`config.mk`:
```
export PLATFORM = sky130hd
export DESIGN_NAME = dev_bridge
export DESIGN_NICKNAME = d
export VERILOG_FILES = /design/src/rtl/bridge_pkg.sv /design/src/rtl/irq_pending.sv /design/src/rtl/dev_bridge.sv
export SDC_FILE = /design/constraint.sdc
export NUM_CORES = 1
export LEC_CHECK = 0
export ABC_AREA = 1
export CELL_PAD_IN_SITES_DETAIL_PLACEMENT = 2
export CELL_PAD_IN_SITES_GLOBAL_PLACEMENT = 2
export CORE_MARGIN = 5
export CORE_UTILIZATION = 26
export DETAILED_ROUTE_END_ITERATION = 12
export PLACE_DENSITY_LB_ADDON = 0.1
export SYNTH_ARGS = -nofsm -noshare
export SYNTH_HDL_FRONTEND = slang
export SYNTH_SLANG_ARGS = --single-unit
```
`constraint.sdc`:
```
create_clock -name clk -period 5.6 [get_ports clk]
set_input_delay 1.4 -clock clk [delete_from_list [all_inputs] [get_ports clk]]
set_output_delay 1.4 -clock clk [all_outputs]
set_load 0.01 [all_outputs]
```
`src/rtl/bridge_pkg.sv`:
```
`default_nettype none
// ============================================================================
// Module   : bridge_pkg
// Brief    : Shared types and constants for the CPU-to-device bus bridge
// Revision : 1.0 - initial release
// ============================================================================
package bridge_pkg;

   // Bridge FSM encoding
   typedef enum logic [1:0] {
      IDLE   = 2'b00,
      ACCESS = 2'b01,
      RESP   = 2'b10
   } state_t;

   // Every device window and the bridge's own register window span 32 bytes
   localparam logic [31:0] c_win_size = 32'h20;

   // Word offsets of the bridge's own registers
   localparam logic [2:0] c_off_mask = 3'd0;
   localparam logic [2:0] c_off_pend = 3'd1;

   // Upper bound on the number of device windows
   localparam int NDEV_MAX = 4;

   // True when addr falls within [base, base + span)
   function automatic logic in_window(input logic [31:0] addr,
                                      input logic [31:0] base,
                                      input logic [31:0] span);
      return (addr >= base) && ((addr - base) < span);
   endfunction

endpackage
`default_nettype wire

```
`src/rtl/irq_pending.sv`:
```
`default_nettype none
// ============================================================================
// Module   : irq_pending
// Brief    : Rising-edge interrupt capture with W1C pending bits and a mask
// Revision : 1.0 - initial release
// ============================================================================
module irq_pending
   import bridge_pkg::*;
#(
   parameter int NDEV = 2
) (
   input  logic            clk,
   input  logic            rst,
   input  logic [NDEV-1:0] irq,
   input  logic            mask_we,
   input  logic            pend_w1c,
   input  logic [NDEV-1:0] wdata,
   output logic [NDEV-1:0] mask,
   output logic [NDEV-1:0] pend
);

   logic [NDEV-1:0] r_irq_prev;
   logic [NDEV-1:0] w_rise;
   logic [NDEV-1:0] w_clr;

   // Rising-edge detect and the clear vector for this cycle
   always_comb begin
      w_rise = irq & ~r_irq_prev;
      w_clr  = pend_w1c ? wdata : '0;
   end

   // Pending bits: clear first, then OR in new edges so a same-cycle set wins
   always_ff @(posedge clk or posedge rst) begin
      if (rst) begin
         r_irq_prev <= '0;
         pend       <= '0;
         mask       <= '0;
      end else begin
         r_irq_prev <= irq;
         pend       <= (pend & ~w_clr) | w_rise;
         if (mask_we) begin
            mask <= wdata;
         end
      end
   end

endmodule
`default_nettype wire

```
`src/rtl/dev_bridge.sv`:
```
`default_nettype none
// ============================================================================
// Module   : dev_bridge
// Brief    : CPU load/store initiator for the memory-mapped device bus with
//            maskable interrupt collection towards CP0
// Revision : 1.0 - initial release
// ============================================================================
module dev_bridge
   import bridge_pkg::*;
#(
   parameter int          NDEV     = 2,
   parameter logic [31:0] DEV_BASE = 32'h0000_7F00,
   parameter logic [31:0] BRG_BASE = 32'h0000_7F80
) (
   input  logic                 clk,
   input  logic                 rst,
   input  logic                 cpu_req,
   input  logic                 cpu_we,
   input  logic [31:0]          cpu_addr,
   input  logic [31:0]          cpu_wdata,
   output logic [31:0]          cpu_rdata,
   output logic                 cpu_ack,
   output logic                 cpu_err,
   output logic [2:0]           dev_addr,
   output logic [31:0]          dev_wdata,
   output logic [NDEV-1:0]      dev_we,
   input  logic [32*NDEV-1:0]   dev_rdata,
   input  logic [NDEV-1:0]      dev_irq,
   output logic [5:0]           hwint
);

   state_t          r_state;
   logic [NDEV-1:0] r_sel;
   logic            r_brg;
   logic            r_we;

   logic [NDEV-1:0] w_sel;
   logic            w_dev_hit;
   logic            w_brg_hit;
   logic            w_aligned;
   logic [31:0]     w_dev_rd;
   logic [31:0]     w_brg_rd;
   logic [NDEV-1:0] w_mask;
   logic [NDEV-1:0] w_pend;
   logic            w_mask_we;
   logic            w_pend_w1c;

   // Decode the live CPU address into a one-hot device select or bridge hit
   always_comb begin
      for (int i = 0; i < NDEV; i++) begin
         w_sel[i] = in_window(cpu_addr, DEV_BASE + 32'(i) * c_win_size, c_win_size);
      end
      w_dev_hit = |w_sel;
      w_brg_hit = in_window(cpu_addr, BRG_BASE, c_win_size);
      w_aligned = (cpu_addr[1:0] == 2'b00);
   end

   // Read-data selection for the latched target during ACCESS
   always_comb begin
      w_dev_rd = '0;
      for (int i = 0; i < NDEV; i++) begin
         if (r_sel[i]) begin
            w_dev_rd = dev_rdata[32*i +: 32];
         end
      end
      case (dev_addr)
         c_off_mask: w_brg_rd = 32'(w_mask);
         c_off_pend: w_brg_rd = 32'(w_pend);
         default:    w_brg_rd = '0;
      endcase
   end

   // Bridge register write strobes, only ever active during ACCESS
   always_comb begin
      w_mask_we  = (r_state == ACCESS) && r_brg && r_we && (dev_addr == c_off_mask);
      w_pend_w1c = (r_state == ACCESS) && r_brg && r_we && (dev_addr == c_off_pend);
   end

   // Access FSM: latch request, drive the device bus for one cycle, ack once
   always_ff @(posedge clk or posedge rst) begin
      if (rst) begin
         r_state   <= IDLE;
         r_sel     <= '0;
         r_brg     <= 1'b0;
         r_we      <= 1'b0;
         cpu_ack   <= 1'b0;
         cpu_err   <= 1'b0;
         cpu_rdata <= '0;
         dev_we    <= '0;
         dev_addr  <= '0;
         dev_wdata <= '0;
      end else begin
         case (r_state)
            IDLE: begin
               cpu_ack <= 1'b0;
               cpu_err <= 1'b0;
               if (cpu_req) begin
                  r_we      <= cpu_we;
                  r_sel     <= w_sel;
                  r_brg     <= w_brg_hit;
                  dev_addr  <= cpu_addr[4:2];
                  dev_wdata <= cpu_wdata;
                  if ((w_dev_hit || w_brg_hit) && w_aligned) begin
                     r_state <= ACCESS;
                     dev_we  <= cpu_we ? w_sel : '0;
                  end else begin
                     r_state   <= RESP;
                     cpu_ack   <= 1'b1;
                     cpu_err   <= 1'b1;
                     cpu_rdata <= '0;
                  end
               end
            end
            ACCESS: begin
               dev_we  <= '0;
               cpu_ack <= 1'b1;
               cpu_err <= 1'b0;
               if (r_we) begin
                  cpu_rdata <= '0;
               end else if (r_brg) begin
                  cpu_rdata <= w_brg_rd;
               end else begin
                  cpu_rdata <= w_dev_rd;
               end
               r_state <= RESP;
            end
            RESP: begin
               cpu_ack <= 1'b0;
               cpu_err <= 1'b0;
               r_state <= IDLE;
            end
            default: begin
               dev_we  <= '0;
               cpu_ack <= 1'b0;
               cpu_err <= 1'b0;
               r_state <= IDLE;
            end
         endcase
      end
   end

   irq_pending #(
      .NDEV (NDEV)
   ) u_irq_pending (
      .clk      (clk),
      .rst      (rst),
      .irq      (dev_irq),
      .mask_we  (w_mask_we),
      .pend_w1c (w_pend_w1c),
      .wdata    (dev_wdata[NDEV-1:0]),
      .mask     (w_mask),
      .pend     (w_pend)
   );

   // Masked pending interrupts go straight to CP0 with no extra latency
   assign hwint = {{(6-NDEV){1'b0}}, w_mask & w_pend};

endmodule
`default_nettype wire
```
==> summary.md, run 1 <==
| Metric | Value |
|---|---|
| Minimum clock period | ~4.4 ns |
| Quantity of gates resized following cts | 0 |
| Critical path start-end classification | primary input to flip-flop |
| DRC violation count after routing | 0 |
| Initial Utilization | between 20% and 30% |
| Power per Cell Area | 198 mW/mm^2 |
| Initial antenna violation count | 1 |
| Final WS setup | between 1 and 1.5 ns |
| Area after detailed placement | ~0.0082 mm^2 |
| Fin. Hold Viols | 0 |
| Clock Pin Slew Worst Setup and Hold Paths | 0.07 ns |
| Average routed wire per standard cell | ~18 um |
| Global placer's final weighted congestion | 0.817 |
| Worst Setup EP | cpu_rdata[26]$_DFFE_PP0P_ |
| Overall die height | roughly 160 um |
| Setup repair after global routing missed its margin | false |
| Cell area after layout | ~0.0085 mm^2 |
| Number of buffers on the longest clock path | 2 |
| Total power consumption of the routed design | ~1700 uW |
| Post-detailed-route via-to-cell ratio | ~4.8 |
| CTS tree | yes |
| Clock skew | 0.0101 ns |
| Worst slack on hold paths | between 0.4 and 0.5 ns |
| Area share of the largest cell type after synthesis | 34.6% |
| Post-synth top cells | sky130_fd_sc_hd__nand2_1 (409), sky130_fd_sc_hd__nand3_1 (97), sky130_fd_sc_hd__dfrtp_1 (83), sky130_fd_sc_hd__nor2_1 (75), sky130_fd_sc_hd__inv_1 (60) |
| Startpoint of the most critical setup path | cpu_addr[8] |
| EDFF count, synth | 0 |
| Post-CTS Setup Inserts | 0 |
| Die W | between 150 and 200 um |
| DRT Wirelength | about 25 mm |
| Area of the mapped netlist | between 0.006 and 0.007 mm^2 |
| Fraction of layout cells with a size suffix above 1 | under 10% |
| Area inside the core boundary | between 0.02 and 0.025 mm^2 |
| Cells taking the most area after synthesis | sky130_fd_sc_hd__dfrtp_1 (35%), sky130_fd_sc_hd__nand2_1 (26%), sky130_fd_sc_hd__nand3_1 (8.1%) |
| Cell type contributing the most total cell area after synthesis | sky130_fd_sc_hd__dfrtp_1 |
| Initial DRC Count | 207 |
| Kind of end point of the critical path | flip-flop |
| Number of vias in the routed layout | about 6500 |
| Share of synthesized registers carrying an async set or reset | 100% |
| Worst Reg-to-Reg Cells | 7 |
| Synthesized netlist cell count | ~900 |
| Unique cell type count in the Yosys netlist | 35 |
| Origin of the critical flop-to-flop path | r_state[1]$_DFFE_PP0P_ |
| Gr ovfl total | 0 |
| TritonCTS Sinks | 83 |
| Number of antenna-violating nets in the routed design | 0 |
| Mean instance size in the synthesized netlist | approximately 6.7 um^2 |
| Clock root buffer | sky130_fd_sc_hd__clkbuf_16 |
| HPWL after detailed placement | 19.4 mm |
| Crit path DAT | between 4 and 5 ns |
| I/O pin total | between 200 and 250 |
| Part of the Yosys area used for sequential elements | between 30% and 40% |
| Via count of the first global-routing pass | 7031 |
| Share of the clock period used by the worst path | 78.5% |
| RR Endpoint | cpu_rdata[26]$_DFFE_PP0P_ |
| Count of state elements after synthesis | 83 |
| Maximum clock rate | between 200 and 250 MHz |
| Count of final setup violators | 0 |
| Top-count cell post-synth | sky130_fd_sc_hd__nand2_1 |
| Maximum resistive drop on vdd | 118 uV |
| Aggregate negative setup slack | 0 ns |
| Static leakage | between 0.004 and 0.005 uW |
| Slew HR | about a quarter |
| Overall routing resource usage | 18.8% |
| Total inserted antenna cells | 0 |
| Worst-margin pin slew | ~1.1 ns |
| First-pass iteration count of the detailed router | 4 |
| Count of buffers inserted at the top-level ports | 206 |
| Maximum net fanout on the critical path | 35 |
| Number of instances on the worst hold path | 1 |
| Standard-cell row count | 55 |
| First-pass GRT wire length | between 30 and 40 mm |
| Reg2Reg Setup Slack | approximately 3.6 ns |
| Maximum level of the CTS H-tree | 3 |
| Run status | completed |
| Startpoint of the lowest-slack hold path | u_irq_pending.r_irq_prev[1]$_DFF_PP0_ |
| Hold Buf Count CTS | 0 |
| Post-synthesis to final-layout area growth | 41.4% |
| Clock latency on the worst-skew pair | between 0.3 and 0.4 ns |
| Worst slack, placed | ~0.79 ns |
| Largest net degree at the start of global routing | ~50 |
| Startpoint class of the critical path | primary input |
| Final layout net count | 1226 |
| Max-slew violation count | 0 |
| Max-cap viol count | 0 |
| Commonest register cell after synthesis | sky130_fd_sc_hd__dfrtp_1 |
| Total Die Area | around 0.026 mm^2 |
| Hold Crit Class | flip-flop to flip-flop |
| Synthesis warning total | 0 |
| Number of buffers created by CTS | 9 |
| Data required time at the worst endpoint | 5.89 ns |
-- state kept, by name, indices dropped and copies added, names as in the netlist --
name                      flops
r_we                          1
dev_we                        2
dev_wdata                    32
u_irq_pending.r_irq_prev      2
cpu_ack                       1
u_irq_pending.mask            2
r_state                       2
cpu_rdata                    32
r_sel                         2
dev_addr                      3
r_brg                         1
cpu_err                       1
u_irq_pending.pend            2
-- metrics by stage --
step	cells	util, %
final	1377	37.4
after global routing	1377	37.4
after CTS	1377	37.4
after detailed placement	1361	36.1
after global placement	1361	36.1
after floorplan	905	-
-- worst max-delay path, cell delays in order --
cell and delay (ns):
sky130_fd_sc_hd__clkdlybuf4s50_1 0.59, sky130_fd_sc_hd__ha_1 0.33, sky130_fd_sc_hd__inv_1 0.21, sky130_fd_sc_hd__nand2_1 0.24, sky130_fd_sc_hd__nand3_2 0.29, sky130_fd_sc_hd__nand2_1 0.09
sky130_fd_sc_hd__nand2_1 0.07, sky130_fd_sc_hd__nand2_1 0.08, sky130_fd_sc_hd__nor2_1 0.16, sky130_fd_sc_hd__nand3_1 0.13, sky130_fd_sc_hd__nor2_1 0.12, sky130_fd_sc_hd__nand2_1 0.12
sky130_fd_sc_hd__nand3_2 0.10, sky130_fd_sc_hd__nand2_2 0.07, sky130_fd_sc_hd__nand2_4 0.43, sky130_fd_sc_hd__nand3_1 0.14, sky130_fd_sc_hd__nand2_1 0.10
-- power by group --
part / leakage (uW) / internal [uW] / switching (uW)
Clock: 0.000131 / 307 / 273
Combinational: 0.00288 / 202 / 239
Sequential: 0.00107 / 638 / 24.8
-- layer usage --
| layer | global-route usage (%) | vias up | wire length [um] |
|---|---|---|---|
| li1 | - | 3196 | - |
| met4 | 3.38 | 2 | 227 |
| met1 | 25.1 | 3193 | 11400 |
| met2 | 32.6 | 138 | 12100 |
| met5 | 0 | - | 13 |
| met3 | 3.15 | 20 | 917 |
-- logic make-up after synthesis --
| family | Yosys count | synth area share (%) |
|---|---|---|
| compound gates | 24 | 2.36 |
| xor+xnor | 14 | 2.04 |
| fa+ha+maj | 5 | 1.04 |
| buf+inv | 103 | 8.55 |
| flops | 83 | 34.6 |
| other cells | 1 | 0.0625 |
| simple gates | 672 | 51.3 |
-- cells in the final DEF (no fill, tap or decap), drive strengths merged, types with 5 or more instances in the layout --
| cell | count |
|---|---|
| ha | 5 |
| clkbuf | 10 |
| a21oi | 9 |
| nand4 | 15 |
| nand2 | 422 |
| clkdlybuf4s50 | 206 |
| dfrtp | 83 |
| nor3 | 6 |
| nand3 | 131 |
| inv | 65 |
| o21ai | 10 |
| buf | 5 |
| nor2 | 93 |
| xor2 | 13 |
-- how the worst min path moves through the flow --
stage / endpoint
floorplan: u_irq_pending.pend[0]$_DFF_PP0_
global placement: u_irq_pending.pend[0]$_DFF_PP0_
detailed placement: u_irq_pending.pend[1]$_DFF_PP0_
CTS: u_irq_pending.pend[1]$_DFF_PP0_
global route: u_irq_pending.pend[0]$_DFF_PP0_
finish: u_irq_pending.pend[1]$_DFF_PP0_
-- area by class of cell --
class	instances	area, um^2
Clock buffer	10	229
Sequential cell	83	2080
Fill cell	2738	14200
Tap cell	285	357
Inverter	63	240
Multi-Input combinational cell	719	3430
Clock inverter	6	48.8
Timing Repair Buffer	211	2100
Power figures use the tool's default switching activity.
==> run 2: changes to the inputs <==
Settings changed: CORE_UTILIZATION 26 to 24.
Clock period 5.6 ns to 4.3 ns, I/O delays scaled along.
==> run 2 against run 1 <==
Total power grew 31%. Largest cell class unchanged. Critical path type unchanged. Clock power grew 29%. Via count shrank 0.38%. Sequential power grew 30%.
==> summary.md, run 2 (synthesized netlist as in run 1, its figures left out) <==
| Metric | Value |
|---|---|
| Maximum clock rate | 266 MHz |
| Crit path DAT | 4.04 ns (-0.65 ns) |
| Die W | 168 um (+3.8%) |
| Initial Utilization | 24.5% (-1.9 points) |
| Global placer's final weighted congestion | 0.810 (-0.83%) |
| Critical Path Most Common Cell | sky130_fd_sc_hd__nand2_1 |
| HPWL after detailed placement | 20.4 mm (+5.4%) |
| I/O pin total | 211 (unchanged) |
| Overall routing resource usage | 18.1% (-0.78 points) |
| Data required time at the worst endpoint | 4.58 ns (-1.31 ns) |
| Static leakage | 0.00413 uW (+1.1%) |
| Worst-margin pin slew | 1.08 ns (-0.0565 ns) |
| Worst slack, placed | 0.155 ns (-0.633 ns) |
| Via count of the first global-routing pass | 7067 (+0.51%) |
| Maximum level of the CTS H-tree | 3 (unchanged) |
| DRT Wirelength | 25.6 mm (+4.0%) |
| Gate family responsible for the most delay along the worst path | simple AND/OR/NAND/NOR gates |
| Average routed wire per standard cell | 18.0 um (+0.57%) |
| Minimum clock period | 3.77 ns |
| Post-synthesis to final-layout area growth | 43.6% |
| Layout filler cell count | 2938 (+7.3%) |
| Gr ovfl total | 0 (unchanged) |
| CTS tree | yes |
| Aggregate negative setup slack | 0 ns (unchanged) |
| Hold Buf Count CTS | 0 (unchanged) |
| Largest net degree at the start of global routing | 49 (-3.9%) |
| Count of buffers inserted at the top-level ports | 206 (unchanged) |
| Clock Pin Slew Worst Setup and Hold Paths | 0.08 ns (about the same) |
| Total inserted antenna cells | 0 (unchanged) |
| Setup repair after global routing missed its margin | false |
| Area inside the core boundary | 0.0245 mm^2 (+7.7%) |
| Share of power burned in the clock network | 34.0% (-0.4 points) |
| Power per Cell Area | 255 mW/mm^2 (+29%) |
| Number of antenna-violating nets in the routed design | 0 (unchanged) |
| Run status | completed |
| TritonCTS Sinks | 83 (unchanged) |
| Maximum net fanout on the critical path | 35 (unchanged) |
| Standard-cell row count | 57 (+3.6%) |
| Number of buffers created by CTS | 9 (unchanged) |
| Initial antenna violation count | 0 (-1) |
| Clock latency on the worst-skew pair | 0.35 ns (about the same) |
| First-pass iteration count of the detailed router | 4 (unchanged) |
| Hold Crit Class | flip-flop to flip-flop |
| Startpoint class of the critical path | primary input |
| Slew HR | 27.8% (+3.8 points) |
| Max-cap viol count | 0 (unchanged) |
| Post-CTS Setup Inserts | 0 (unchanged) |
| First-pass GRT wire length | 40.7 mm (+2.3%) |
| Total Die Area | 0.0283 mm^2 (+7.8%) |
| Fraction of layout cells with a size suffix above 1 | 9.18% (+0.67 points) |
| Final WS setup | 0.534 ns (-0.669 ns) |
| Overall die height | 168 um (+3.8%) |
| Worst slack on hold paths | 0.432 ns (+0.0105 ns) |
| Initial DRC Count | 255 (+23%) |
| Internal power | 1500 uW (+31%) |
| Net Switching | 699 uW (+30%) |
| Kind of end point of the critical path | flip-flop |
| Clock skew | 0.0195 ns (+0.00942 ns) |
| Number of vias in the routed layout | 6524 (-0.38%) |
| Share of the clock period used by the worst path | between 80% and 90% |
| Number of buffers on the longest clock path | 2 (unchanged) |
| Leading cell types in the layout, fill and taps excluded | sky130_fd_sc_hd__nand2_1 (409), sky130_fd_sc_hd__clkdlybuf4s50_1 (206), sky130_fd_sc_hd__nand3_1 (97) |
| Sequential cell area in the final layout | 0.00208 mm^2 (unchanged) |
| Count of final setup violators | 0 (unchanged) |
| Portion of total power attributed to combinational logic | 26.8% (+0.6 points) |
| Highest-delay cell along the critical path | sky130_fd_sc_hd__clkdlybuf4s50_1 |
| Area of the multi-input gates | 0.00343 mm^2 (unchanged) |
| DRC violation count after routing | 0 (unchanged) |
| Max-slew violation count | 0 (unchanged) |
| Number of placed instances, taps included | 1408 (+3.5%) |
| Clock root buffer | sky130_fd_sc_hd__clkbuf_16 |
| Final layout net count | 1234 (+0.65%) |
| Critical path start-end classification | primary input to flip-flop |
| Fin. Hold Viols | 0 (unchanged) |
| Crit path largest cell delay | 0.63 ns (+0.04 ns) |
| Part of the power in registers | 39.2% (-0.2 points) |
| Quantity of gates resized following cts | 0 (unchanged) |
| Cell chain of the critical path | clkdlybuf4s50_1 > ha_1 > inv_1 > nand2_1 > nand3_2 > nand3_1 > nand2_1 > nand2_1 > nand2_1 > nor2_1 > nand2_1 > nor2_2 > nand2_1 > nand3_2 > nand2_2 > nand2_4 > buf_12 > nand3_1 > nand2_1 |
| Reg2Reg Setup Slack | 2.34 ns (-1.30 ns) |
| Maximum resistive drop on vdd | 153 uV (+30%) |
| Net Sw Frac | 31.8% (-0.061 points) |
| Largest registers ranked by flip-flop count | cpu_rdata: 32 flops, dev_wdata: 32 flops, dev_addr: 3 flops |
| Most common library cell in the layout ignoring fill and taps | sky130_fd_sc_hd__nand2_1 |
| Buffers & Inverters on Critical Path | 3 (+1) |
| Final Instance Count excl. Fillers | 1424 (+3.4%) |
| Post-detailed-route via-to-cell ratio | 4.58 (-3.7%) |
[run 2: path summary, 6_finish.rpt]
check                                                           start                              end  cells past startpoint
max in group asynchronous                                         rst        dev_wdata[31]$_DFFE_PP0P_                      3
min in group asynchronous                                         rst         cpu_rdata[9]$_DFFE_PP0P_                      2
worst max-delay path                                      cpu_addr[8]        cpu_rdata[27]$_DFFE_PP0P_                     19
worst min-delay path            u_irq_pending.r_irq_prev[0]$_DFF_PP0_  u_irq_pending.pend[0]$_DFF_PP0_                      1
worst max register to register                 r_state[0]$_DFFE_PP0P_         cpu_rdata[5]$_DFFE_PP0P_                      7
worst min register to register  u_irq_pending.r_irq_prev[0]$_DFF_PP0_  u_irq_pending.pend[0]$_DFF_PP0_                      1
[run 2: layout make-up]
class	count	area share, %
clock buffer	10	2.66
clock inverter	6	0.537
inverter	63	2.79
multi-input combinational	719	39.9
sequential	83	24.1
tap	324	4.70
timing repair buffer	219	25.4
[run 2: power by group through the flow]
stage	registers (uW)	clock network, uW	logic [uW]
detailed placement	879	0	601
global route	871	814	653
floorplan	894	0	249
CTS	864	780	604
global placement	877	0	591
finish	863	747	589
[run 2: metrics by stage]
stage | power (uW) | area [um^2] | utilization (%)
floorplan | 1140 | 6010 | -
global placement | 1470 | 8340 | 34.1
detailed placement | 1480 | 8340 | 34.1
CTS | 2250 | 8620 | 35.2
global route | 2340 | 8620 | 35.2
finish | 2200 | 8620 | 35.2
[run 2: layer usage]
metal | global-route usage, % | up-vias | wire [um]
met1 | 24.1 | 3160 | 11800
met4 | 3.18 | 0 | 227
met5 | 0 | - | 0
li1 | - | 3214 | -
met3 | 3.02 | 13 | 1030
met2 | 31.2 | 137 | 12500
==> run 3: changes to the inputs <==
Settings changed: CORE_MARGIN 5 to 2, CORE_UTILIZATION 24 to 33, DONT_BUFFER_PORTS from default to 1.
==> run 3 against run 2 <==
Design area decreased by 26%. Critical path depth unchanged. Register-to-register slack got worse by 0.12 ns. Worst setup slack improved by 0.35 ns. Critical endpoint is now cpu_rdata[30]$_DFFE_PP0P_. Largest cell class unchanged. Largest power group unchanged. Hold slack improved by 0.0072 ns. Highest routed layer unchanged. Clock skew decreased by 0.0087 ns.
==> summary.md, run 3 (synthesized netlist as in run 1, its figures left out) <==
| Metric | Value |
|---|---|
| Overall die height | 139 um (-17%) |
| Startpoint of the lowest-slack hold path | u_irq_pending.r_irq_prev[1]$_DFF_PP0_ |
| Post-CTS Setup Inserts | 0 (unchanged) |
| Number of instances on the worst hold path | 1 (unchanged) |
| Worst slack, placed | 0.541 ns (+0.386 ns) |
| Average routed wire per standard cell | 19.5 um (+8.3%) |
| Worst-margin pin slew | 1.16 ns (+0.0827 ns) |
| Setup repair after global routing missed its margin | false |
| Count of final setup violators | 0 (unchanged) |
| Power per Cell Area | 307 mW/mm^2 (+20%) |
| Reg2Reg Setup Slack | 2.22 ns (-0.12 ns) |
| Number of antenna-violating nets in the routed design | 0 (unchanged) |
| Maximum net fanout on the critical path | 35 (unchanged) |
| Internal power | 1320 uW (-12%) |
| Hold Crit Class | flip-flop to flip-flop |
| RR Endpoint | dev_wdata[22]$_DFFE_PP0P_ |
| Initial DRC Count | 207 (-19%) |
| Share of the clock period used by the worst path | 79.3% (-8.2 points) |
| Hold Buf Count CTS | 0 (unchanged) |
| Largest net degree at the start of global routing | 61 (+24%) |
| Origin of the critical flop-to-flop path | r_state[1]$_DFFE_PP0P_ |
| Leading cell types in the layout, fill and taps excluded | sky130_fd_sc_hd__nand2_1 (409), sky130_fd_sc_hd__nand3_1 (97), sky130_fd_sc_hd__dfrtp_1 (83) |
| Quantity of gates resized following cts | 0 (unchanged) |
| Crit path DAT | 3.70 ns (-0.34 ns) |
| Net Sw Frac | 32.4% (+0.63 points) |
| DRC violation count after routing | 0 (unchanged) |
| Number of vias in the routed layout | 5847 (-10%) |
| HPWL after detailed placement | 17.2 mm (-16%) |
| CTS tree | yes |
| First-pass GRT wire length | 34.7 mm (-15%) |
| Overall routing resource usage | 22.6% (+4.6 points) |
| Final design utilization | 35.4% (+0.22 points) |
| Global placer's final weighted congestion | 0.876 (+8.2%) |
| Worst Reg-to-Reg Cells | 6 (-1) |
| Clock skew | 0.0109 ns (-0.00869 ns) |
| Fraction of layout cells with a size suffix above 1 | 10.5% (+1.3 points) |
| Standard-cell row count | 49 (-14%) |
| DRT Wirelength | 21.7 mm (-15%) |
| Total Die Area | 0.0193 mm^2 (-32%) |
| Startpoint of the most critical setup path | cpu_addr[5] |
| Maximum level of the CTS H-tree | 3 (unchanged) |
| Net Switching | 632 uW (-9.6%) |
| Number of buffers created by CTS | 9 (unchanged) |
| Share of power burned in the clock network | 38.5% (+4.5 points) |
| Total power consumption of the routed design | 1950 uW (-11%) |
| Run status | completed |
| Static leakage | 0.00330 uW (-20%) |
| Fin. Hold Viols | 0 (unchanged) |
| Final WS setup | 0.888 ns (+0.354 ns) |
| Maximum resistive drop on vdd | 187 uV (+22%) |
| Clock root buffer | sky130_fd_sc_hd__clkbuf_16 |
| First-pass iteration count of the detailed router | 4 (unchanged) |
| Via count of the first global-routing pass | 6220 (-12%) |
| Kind of end point of the critical path | flip-flop |
| Largest registers ranked by flip-flop count | cpu_rdata: 32 flops, dev_wdata: 32 flops, dev_addr: 3 flops |
| Post-detailed-route via-to-cell ratio | 5.25 (+15%) |
| Clock latency on the worst-skew pair | 0.35 ns (about the same) |
| Final layout net count | 1019 (-17%) |
| Portion of total power attributed to combinational logic | 14.9% (-12 points) |
| Hold path endpoint | u_irq_pending.pend[1]$_DFF_PP0_ |
| Part of the power in registers | 46.6% (+7.4 points) |
| Startpoint class of the critical path | primary input |
| Critical path start-end classification | primary input to flip-flop |
| Most common library cell in the layout ignoring fill and taps | sky130_fd_sc_hd__nand2_1 |
| Count of buffers inserted at the top-level ports | 0 (-100%) |
| Maximum clock rate | 293 MHz (+10%) |
| Aggregate negative setup slack | 0 ns (unchanged) |
| I/O pin total | 211 (unchanged) |
| Initial antenna violation count | 0 (unchanged) |
| Area after detailed placement | 0.00606 mm^2 (-27%) |
| Clock Pin Slew Worst Setup and Hold Paths | 0.07 ns (about the same) |
| Initial Utilization | 33.5% (+9.0 points) |
| Number of buffers on the longest clock path | 2 (unchanged) |
| Slew HR | 22.4% (-5.4 points) |
| Data required time at the worst endpoint | 4.59 ns (about the same) |
| Minimum clock period | 3.41 ns (-0.354 ns) |
| Die W | 139 um (-17%) |
| TritonCTS Sinks | 83 (unchanged) |
| Max-slew violation count | 0 (unchanged) |
| Gr ovfl total | 0 (unchanged) |
| Area inside the core boundary | 0.0179 mm^2 (-27%) |
| Cell area after layout | 0.00635 mm^2 (-26%) |
| Total inserted antenna cells | 0 (unchanged) |
| Post-synthesis to final-layout area growth | 5.75% |
| Max-cap viol count | 0 (unchanged) |
[run 3: changes by cell type in the layout (fill, tap and decap cells not counted), sizes merged]
cell and delta:
clkbuf -1, inv +1, clkdlybuf4s50 -206, buf -9
[run 3: stage by stage]
| step | instances | hold slack [ns] |
|---|---|---|
| 2_1_floorplan | 905 | 0.400 |
| 3_3_place_gp | 1098 | 0.410 |
| 3_5_place_dp | 1098 | 0.422 |
| 4_1_cts | 1114 | 0.445 |
| 5_1_grt | 1114 | 0.467 |
| 6_report | 1114 | 0.440 |
[run 3: worst max path at each step]
stage,end,slack (ns),depth (start not counted)
floorplan,cpu_ack$_DFF_PP0_,1.09,1
global placement,cpu_rdata[28]$_DFFE_PP0P_,0.74,15
detailed placement,cpu_rdata[28]$_DFFE_PP0P_,0.54,18
CTS,cpu_rdata[16]$_DFFE_PP0P_,0.87,18
global route,cpu_rdata[30]$_DFFE_PP0P_,0.55,19
finish,cpu_rdata[30]$_DFFE_PP0P_,0.89,19
[run 3: critical path, cell delays in order]
cell and delay [ns]:
sky130_fd_sc_hd__inv_1 0.03, sky130_fd_sc_hd__ha_1 0.20, sky130_fd_sc_hd__inv_1 0.11, sky130_fd_sc_hd__nand2_1 0.09, sky130_fd_sc_hd__nand2_1 0.21, sky130_fd_sc_hd__nand3_2 0.32, sky130_fd_sc_hd__nand3_1 0.16, sky130_fd_sc_hd__nand2_1 0.06
sky130_fd_sc_hd__nand2_1 0.06, sky130_fd_sc_hd__nand2_1 0.07, sky130_fd_sc_hd__nor2_1 0.12, sky130_fd_sc_hd__nand2_1 0.10, sky130_fd_sc_hd__nor2_2 0.09, sky130_fd_sc_hd__nand2_1 0.12, sky130_fd_sc_hd__nand3_2 0.10, sky130_fd_sc_hd__nand2_2 0.06
sky130_fd_sc_hd__nand2_4 0.42, sky130_fd_sc_hd__nand3_1 0.15, sky130_fd_sc_hd__nand2_1 0.09
[run 3: power by group through the flow]
stage	logic (uW)	clock network (uW)	registers [uW]
CTS	297	772	910
global route	336	805	915
global placement	278	0	921
detailed placement	294	0	925
finish	290	751	909
floorplan	249	0	894
[run 3: layout make-up]
cell class,instances,area [um^2]
well taps,229,287
fillers,2210,11600
clock inverters,7,57.6
multi-input cells,719,3430
clock buffers,9,225
repair buffers,4,30.0
flip-flops and latches,83,2080
inverters,63,240
[run 3: per-layer routing]
metal / wire length, um / up-vias / GRT usage [%] / share of wire [%]
met2: 11300 / 150 / 41.3 / 52
met1: 8790 / 2890 / 26.8 / 41
met3: 1170 / 29 / 4.94 / 5.4
met5: 0 / - / 0 / 0
li1: - / 2778 / - / -
met4: 456 / 0 / 6.27 / 2.1
